### src/rtl/phys_reg_free_list.sv
// phys_reg_free_list: circular FIFO of free physical registers; dispatch pops, flush/retire push back.
module phys_reg_free_list #(
  parameter int PR_W = 6,
  parameter int NUM_ARCH = 32,
  parameter int DEPTH = 32
) (
  input  logic            clk,
  input  logic            rst,
  input  logic            isDispatch,
  input  logic            RegDest,
  input  logic            hazard_stall,
  output logic [PR_W-1:0] PR_new,
  output logic            empty,
  input  logic            retire_reg,
  input  logic            RegDest_retire,
  input  logic [PR_W-1:0] PR_old_RT,
  input  logic            recover,
  input  logic            RegDest_out,
  input  logic [PR_W-1:0] PR_new_flush,
  output logic [PR_W-1:0] free_count,
  output logic            overflow
);
  localparam int AW = $clog2(DEPTH);
  localparam int CW = PR_W + 1;
  logic [PR_W-1:0] entry [DEPTH];
  logic [AW-1:0] head, tail;
  logic [PR_W-1:0] count;
  logic pop, push_a, push_b, acc_a, acc_b, drop;
  logic [CW-1:0] base;
  assign empty = count == '0;
  assign free_count = count;
  assign PR_new = entry[head];
  assign pop = isDispatch & RegDest & ~hazard_stall & ~recover & ~empty;
  assign push_a = recover & RegDest_out;
  assign push_b = retire_reg & RegDest_retire;
  // Flush push has priority for the last free slot; retire is dropped first.
  always_comb begin
    base = {1'b0, count} - CW'(pop);
    acc_a = push_a && base < CW'(DEPTH);
    acc_b = push_b && (base + CW'(acc_a)) < CW'(DEPTH);
    drop = (push_a & ~acc_a) | (push_b & ~acc_b);
  end
  always_ff @(posedge clk) begin
    if (rst) begin
      for (int i = 0; i < DEPTH; i++) entry[i] <= PR_W'(NUM_ARCH + i);
      head <= '0;
      tail <= '0;
      count <= PR_W'(DEPTH);
      overflow <= 1'b0;
    end else begin
      if (acc_a) entry[tail] <= PR_new_flush;
      if (acc_b) entry[tail + AW'(acc_a)] <= PR_old_RT;
      head <= head + AW'(pop);
      tail <= tail + AW'(acc_a) + AW'(acc_b);
      count <= PR_W'(base + CW'(acc_a) + CW'(acc_b));
      if (drop) overflow <= 1'b1;
    end
  end
endmodule

### config.mk
export PLATFORM = sky130hd
export DESIGN_NAME = phys_reg_free_list
export DESIGN_NICKNAME = d
export VERILOG_FILES = /design/src/rtl/phys_reg_free_list.sv
export SDC_FILE = /design/constraint.sdc
export NUM_CORES = 1
export LEC_CHECK = 0
export CORE_MARGIN = 2
export CORE_UTILIZATION = 45
export CTS_BUF_LIST = sky130_fd_sc_hd__clkbuf_4 sky130_fd_sc_hd__clkbuf_8
export DETAILED_ROUTE_END_ITERATION = 16
export MAX_ROUTING_LAYER = met4
export PLACE_DENSITY_LB_ADDON = 0.25
export SLEW_MARGIN = 20
export SYNTH_ARGS = -nofsm -noshare
export SYNTH_HDL_FRONTEND = slang
export SYNTH_SLANG_ARGS = --single-unit
### constraint.sdc
create_clock -name clk -period 7.9 [get_ports clk]
set_clock_uncertainty 0.05 [all_clocks]
set_input_delay 1.58 -clock clk [delete_from_list [all_inputs] [get_ports clk]]
set_output_delay 1.58 -clock clk [all_outputs]
set_load 0.005 [all_outputs]
== After elaboration in Yosys (flattened, before gate mapping) ==
Memories as Yosys holds them, arrays and structs flattened. A register that Yosys moved wholly into a read port is not among the register bits.
Cells that the tools add are included.

* Memory bits (writable): 192
* Flip-flop bits (word level): 17
* Memories kept: 1
* Bits of input ports: 21
* Output and inout bits: 14
* Word-level logic and storage cells: 47

{| class="wikitable"
|+ Memories
! memory !! words !! bits a word !! read ports !! clocked after memory_dff !! wr ports !! line !! source
|-
| entry || 32 || 6 || 1 || 1 || 32 || 25 || <nowiki>logic [PR_W-1:0] entry [DEPTH];</nowiki>
|}

* Order comparisons: 2
* Reductions and logical operators: 5
* Bitwise gates (word level): 14
* Multiplexer cells: 15
* $add $sub $neg: 6

{| class="wikitable"
|+ Operator list
! operator !! number
|-
| $add A5 B1 Y5 || 3
|-
| $mux W5 || 3
|-
| $lt A7 B6 Y1 const B || 2
|-
| $mux W6 || 2
|-
| $reduce_or A6 Y1 || 2
|-
| $mux W1 || 10
|-
| $and A1 B1 Y1 || 8
|-
| $add A7 B1 Y7 || 1
|-
| $sub A6 B1 Y7 || 1
|-
| $add A6 B1 Y6 || 1
|-
| $logic_not A6 Y1 || 1
|-
| $not A1 Y1 || 5
|-
| $logic_and A1 B1 Y1 || 2
|-
| $or A1 B1 Y1 || 1
|}

== Logic depth before layout (Yosys ltp) ==
Gate-level depths: netlist of the first run.

* Word-level depth: 15
* Mapped depth: 24
* Depth with buffers taken out: 20

== Worst setup path after synthesis of the first run ==
Ideal clock, no wire load.

* Kind: input to register
* From: input recover
* To: register count[5] (netlist: free_count[5])
* Setup slack: 1.833 ns
* Stages on the path: 21
* Path buffers: 3
* Library setup time: 0.070 ns
* Data required time: 7.780 ns
* Data arrival time: 5.946 ns
* Path through: nor4_1 > ha_1 > ha_1 > nor3b_1 > a21bo_2 > or3_1 > clkbuf_1 > clkinv_1 > ha_1 > ha_1 > o21ai_0 > a21oi_1 > or4_1 > buf_6 > buf_6 > a21oi_1 > ha_1 > and3_1 > o21ai_0 > and3_1 > o21bai_1

* Longest elaborated chain between the ends: 10
* Elaborated cells on any way between the ends: 11
* Those cells by class: 3 x add/sub; 2 x order compare; 4 x bitwise; 2 x reduce/logical

{| class="wikitable"
|+ Ends and longest elaborated chain
! what !! line !! source
|-
| start: declaration || 17 || <nowiki>input logic recover,</nowiki>
|-
| $not A1 Y1 || 33 || <nowiki>assign pop = isDispatch & RegDest & ~hazard_stall & ~recover & ~empty;</nowiki>
|-
| $and A1 B1 Y1 (2 in series) || 33 ||
|-
| $sub A6 B1 Y7 || 38 || <nowiki>base = {1'b0, count} - CW'(pop);</nowiki>
|-
| $lt A7 B6 Y1 || 39 || <nowiki>acc_a = push_a && base < CW'(DEPTH);</nowiki>
|-
| $logic_and A1 B1 Y1 || 39 ||
|-
| $add A7 B1 Y7 * || 55 || <nowiki>count <= PR_W'(base + CW'(acc_a) + CW'(acc_b));</nowiki>
|-
| $lt A7 B6 Y1 || 40 || <nowiki>acc_b = push_b && (base + CW'(acc_a)) < CW'(DEPTH);</nowiki>
|-
| $logic_and A1 B1 Y1 || 40 ||
|-
| $add A6 B1 Y6 * || 55 ||
|-
| end signal: assignment || 48 || <nowiki>count <= PR_W'(DEPTH);</nowiki>
|-
| end signal: assignment || 55 ||
|-
| end: declaration || 27 || <nowiki>logic [PR_W-1:0] count;</nowiki>
|}

Mark *: on every way between the ends. The rest lies on a longest branch, timed or not.
A chain may end at the register's enable or synchronous reset.

==> reports/results.ini, run 1 <==
[status]
status = completed

[cts]
cts_sinks = 209
insertion_delay_ns = 0.53
cts_resized = 0
cts_buffers = 37
cts_hold_buf = 0
clock_tree.buffer_depth = 3
cts_max_level = 2
cts-root-buf = clkbuf_8
clkTransAtPathRegs_ns = 0.06
cts_setup_buffers = 0
cts_tree = built

[synthesis]
synthTopCellsByArea = edfxtp_1 (46%), mux4_2 (11%), a32oi_1 (5.2%)
synth_commonest_cells = edfxtp_1 (192), nor2_1 (110), nand2_1 (107)
synth_top_area_share_pct = 45.76
synth_most_common_cell = edfxtp_1
synth_cell_types = 67
ys_seq_area_share_pct = 48.46
syn-num-nets = 1113
ys_seq_elements = 209
syn_inst = 1079
async_reset_ff_share_pct = 0
syn_area_per_cell_um2 = 11.68
synth_top_flop_cell = edfxtp_1
ys_warn_count = 0
synth_area_um2 = 12600
synth_area_leader_cell = edfxtp_1
synth_edf_count = 192

[worst_hold_path]
min_from = overflow
hold_depth = 2
hp-class = flip-flop to flip-flop
hold_end = overflow

[sta]
hold_viol = 0
fmax_mhz = 147.9
setup_viol = 0
final.period_utilization_pct = 85.59
finalSetupTns_ns = 0
drv_slew = 0
fin_crit_ns = 6.761
tightest_slew_ns = 1.288
relSlewSlack_pct = 13.81
rsz0062_at_grt = false

[global_routing]
grtUsageTotal_pct = 33.03
antenna_found_initial = 1
grt_max_degree = 60
first_global_vias = 10220
grt_pass1_wl_mm = 67.94
grt_overflow = 0

[layout]
layoutNonFillerInstCount = 1482
fill_cells = 2455
nets = 1109
syn_to_final_growth_pct = 10.84
drive_gt1_share_pct = 17.97
seq_area_um2 = 6112
multi_input_area_um2 = 6072

[die]
coreArea_um2 = 27710
fp.dieH_um = 171.3
initial_utilization_pct = 45.48
die_w_um = 171.3
io_pins = 35
rows = 61
die_area_um2 = 29350

[place]
detailed_place_hpwl_mm = 31.97
gp_congestion = 1.038
placedCellCount = 1414
io_buffer_count = 34

[pwr]
peakVddDrop_mv = 0.09159
cellLeakagePower_nw = 3.791
power_density_nw_per_um2 = 174.6

[setup_path]
reg2regPathDepth = 18
slowest_stage = or4_2
crit_chain = clkdlybuf4s50_1 > nor4_1 > ha_1 > ha_1 > nor3b_1 > a21bo_2 > or3_1 > clkinv_1 > buf_4 > ha_1 > ha_1 > o21ai_0 > a21oi_1 > or4_2 > buf_4 > a211oi_4 > a211o_1
slowest_delay_ns = 0.98
r2r-start = free_count[2]
critPathLaunchType = input port
critPathRequiredTime_ns = 8.06
crit_buf_inv = 4
r2r-end = entry[6][2]
worstSetupEndpointType = flip-flop
crit_top_cell = ha_1
criticalPathCategory = input port to flip-flop
critPathArrivalTime_ns = 6.92
path_delay_family = simple AND/OR/NAND/NOR gates
rrSetupSlack_ns = 1.79
crit_fanout = 29

[route]
vias = 10750
wl_per_cell_um = 31.43
vias_per_cell = 7.255
drt_iter0_markers = 2112
drt_pass1_iterations = 6
ant_nets = 0
drcViolationCount = 0
totalWireLength_mm = 46.58

[run]
drv_cap = 0

## flip-flops by register name, summed over array words and instances, names as in the netlist
name        cells
head            5
entry         192
free_count      6
tail            5
overflow        1
## layer usage
metal / vias to the layer above / share of wire, % / GRT usage (%)
met5: - / 0 / -
met4: 0 / 6.1 / 15.33
met3: 221 / 13 / 8.790
met2: 912 / 43 / 48.32
met1: 5213 / 38 / 43.05
li1: 4406 / - / -
## layout make-up
class                           count  share of cell area [%]
Antenna cell                        2                 0.03584
Inverter                            7                  0.1881
Clock inverter                     21                   1.093
Timing Repair Buffer               59                   3.888
Clock buffer                       45                   4.166
Tap cell                          378                   3.386
Sequential cell                   209                   43.76
Multi-Input combinational cell    761                   43.48
## metrics by stage
| stage | instance area, um2 | power, mW | hold slack [ns] | worst slack, ns | utilization [%] |
|---|---|---|---|---|---|
| after CTS | 13950 | 2.440 | 0.5046 | 1.214 | 50.36 |
| after global placement | 13220 | 1.435 | 0.4595 | 0.7839 | 47.71 |
| after global routing | 13960 | 2.501 | 0.5369 | 0.8463 | 50.40 |
| after detailed placement | 13220 | 1.436 | 0.4810 | 0.6578 | 47.71 |
| after floorplan | 12600 | 1.356 | 0.4632 | 1.833 | - |
| final | 13970 | 2.439 | 0.5012 | 1.139 | 50.41 |
## tightest hold or removal path, stage by stage, from the launching register on
cell	delay, ns
dfxtp_1	0.32
a21oi_1	0.11
a21oi_1	0.07
## worst max-delay path by stage
| stage | end | cells past startpoint | slack, ns | start |
|---|---|---|---|---|
| detailed placement | entry[6][5] | 17 | 0.66 | recover |
| global route | entry[6][5] | 18 | 0.85 | RegDest |
| CTS | entry[6][3] | 17 | 1.21 | recover |
| floorplan | free_count[5] | 21 | 1.83 | recover |
| finish | entry[6][2] | 17 | 1.14 | recover |
| global placement | entry[6][1] | 17 | 0.78 | recover |
## kinds of logic after synthesis
group	count (synthesis)	share of synthesized area, %
buffers and inverters	109	3.744
muxes	66	11.26
AOI/OAI and AO/OA	335	21.84
adders and majority gates	13	1.291
DFF	209	48.46
and+or+nand+nor	328	12.09
xor gates and xnor gates	19	1.321
## placed cells by master (no fill, tap or decap), types with 7 or more instances in the layout
master             n
a211o_1            8
clkinv_2           7
nor4_1             9
xnor2_1           14
and2_1            13
ha_1              13
a2bb2oi_2          7
edfxtp_1         192
a21oi_1           32
nor2b_1           16
o32ai_1           50
nor2_1           110
nor3_1            16
dfxtp_1           14
nand3_1           13
clkdlybuf4s50_1   32
o2bb2ai_1         15
o211ai_1          25
a22oi_1           15
clkbuf_8          39
buf_4             23
a21boi_1          11
mux4_2            60
o21ai_0           12
a31oi_1           21
clkinv_1          10
and3_1             8
a2111oi_0          8
o31ai_1           10
nand2_1          107
a32oi_1           75
nand2b_1           7
## report_power, final
group / switching (mW) / internal [mW] / total, mW
Combinational: 0.120 / 0.0587 / 0.179
Clock: 0.464 / 0.555 / 1.02
Sequential: 0.0133 / 1.23 / 1.24
Total: 0.598 / 1.84 / 2.44
Power figures use the tool's default switching activity.
==> inputs of run 2 (changes only) <==
--- a/config.mk
+++ b/config.mk
@@ -5,8 +5,8 @@
 export SDC_FILE = /design/constraint.sdc
 export NUM_CORES = 1
 export LEC_CHECK = 0
-export CORE_MARGIN = 2
-export CORE_UTILIZATION = 45
+export CORE_MARGIN = 1
+export CORE_UTILIZATION = 59
 export CTS_BUF_LIST = sky130_fd_sc_hd__clkbuf_4 sky130_fd_sc_hd__clkbuf_8
 export DETAILED_ROUTE_END_ITERATION = 16
 export MAX_ROUTING_LAYER = met4
==> run 2 against run 1 <==
Compared with the run above: first-iteration DRC count is 1.9% lower; power shrank 2.2%; clock-buffer cell count increased by 2.
==> reports/results.ini, run 2 (synthesized netlist as in run 1, its figures left out) <==
[status]
status = completed

[global_routing]
antenna_found_initial = 1
grt_max_degree = 61
grt_overflow = 0
first_global_vias = 10090
grtUsageTotal_pct = 43.12
grt_pass1_wl_mm = 65.86

[setup_path]
crit_fanout = 25
path_delay_family = simple AND/OR/NAND/NOR gates
reg2regPathDepth = 18
slowest_stage = or4_2
critPathRequiredTime_ns = 8.07
slowest_delay_ns = 1.06
path_depth = 17
crit_buf_inv = 4
crit_chain = clkdlybuf4s50_1 > nor4_1 > ha_1 > ha_1 > nor3b_1 > a21bo_2 > or3_1 > clkinv_1 > buf_4 > ha_1 > ha_1 > o21ai_0 > a21oi_1 > or4_2 > buf_4 > a211oi_4 > a211o_1
crit_top_cell = ha_1
critPathLaunchType = input port
worstSetupEndpointType = flip-flop
critPathArrivalTime_ns = 6.91
criticalPathCategory = input port to flip-flop

[place]
place_ws_ns = 0.6857
io_buffer_count = 34
detailed_place_hpwl_mm = 30.26
place_area_um2 = 13030
gp_congestion = 1.012
placedCellCount = 1308

[route]
wl_per_cell_um = 32.78
vias = 10860
drt_iter0_markers = 2072
ant_nets = 0
totalWireLength_mm = 44.91
drt_pass1_iterations = 7
drcViolationCount = 0
vias_per_cell = 7.926

[layout]
syn_to_final_growth_pct = 8.938
layoutNonFillerInstCount = 1370
largest-register = entry
layout_commonest_cell = edfxtp_1
nets = 1105
largest_register_ffs = 192
fill_cells = 1643
utilization_pct = 65.50
layout_common_cells = edfxtp_1 (192), nor2_1 (109), nand2_1 (107)
seq_area_um2 = 6111
multi_input_area_um2 = 6053
drive_gt1_share_pct = 17.37
fin_area_um2 = 13730

[cts]
cts-root-buf = clkbuf_8
insertion_delay_ns = 0.53
cts_resized = 0
cts_sinks = 209
cts_max_level = 2
cts_tree = built
cts_setup_buffers = 0
cts_buffers = 35
clkTransAtPathRegs_ns = 0.06
clock_tree.buffer_depth = 3
cts_hold_buf = 0

[worst_hold_path]
hp-class = flip-flop to flip-flop
hold_depth = 2

[die]
initial_utilization_pct = 60.13
die_area_um2 = 21940
coreArea_um2 = 20960
io_pins = 35
die_w_um = 148.1
fp.dieH_um = 148.1
rows = 53

[sta]
fmax_mhz = 148.4
final.period_utilization_pct = 85.27
relSlewSlack_pct = 26.25
hold_slack_ns = 0.4819
finalSetupTns_ns = 0
tightest_slew_ns = 1.102
hold_viol = 0
fin_crit_ns = 6.737
rsz0062_at_grt = false
drv_slew = 0
layout_setup_ws_ns = 1.163
setup_viol = 0

[pwr]
peakVddDrop_mv = 0.1334
cellLeakagePower_nw = 3.750
design_power_total_mw = 2.384
power_density_nw_per_um2 = 173.7

[run]
drv_cap = 0

-- run 2: worst reg2reg max path, cell delays in order (launching register included) --
cell	delay (ns)
dfxtp_1	0.51
or3_1	0.23
nor4_1	0.08
nor4_1	0.38
ha_1	0.31
ha_1	0.30
nor3b_1	0.41
a21bo_2	0.24
or3_1	0.13
clkinv_1	0.06
buf_4	0.18
ha_1	0.23
ha_1	0.24
o21ai_0	0.12
a21oi_1	0.12
or4_2	1.06
buf_4	0.41
a211oi_4	0.41
a211o_1	0.31
-- run 2: cell type report --
type | instances | area share [%]
clock inverter | 13 | 0.5925
inverter | 7 | 0.1914
clock buffer | 47 | 4.348
tap | 275 | 2.507
multi-input combinational | 761 | 44.10
timing repair buffer | 57 | 3.719
antenna | 1 | 0.01823
sequential | 209 | 44.52
-- run 2: report_power, final --
| part | total [mW] | internal (mW) | switching [mW] | leakage (nW) |
|---|---|---|---|---|
| logic | 0.179 | 0.0573 | 0.122 | 1.59 |
| registers | 1.24 | 1.23 | 0.0131 | 1.80 |
| clock network | 0.965 | 0.522 | 0.443 | 0.362 |
| total | 2.38 | 1.81 | 0.578 | 3.75 |
-- run 2: path summary, 6_finish.rpt --
kind                            slack, ns           from     endpoint
worst min-delay path                 0.48       overflow     overflow
worst max register to register       1.84  free_count[2]  entry[0][2]
worst max-delay path                 1.16        recover  entry[0][2]
worst min register to register       0.48       overflow     overflow
-- run 2: routing by layer --
metal	share of wire (%)	routed length [um]	global-route usage, %
met3	16	7105	13.77
met1	35	15820	56.14
met4	5.6	2525	19.33
met5	0	0	-
met2	43	19460	61.81
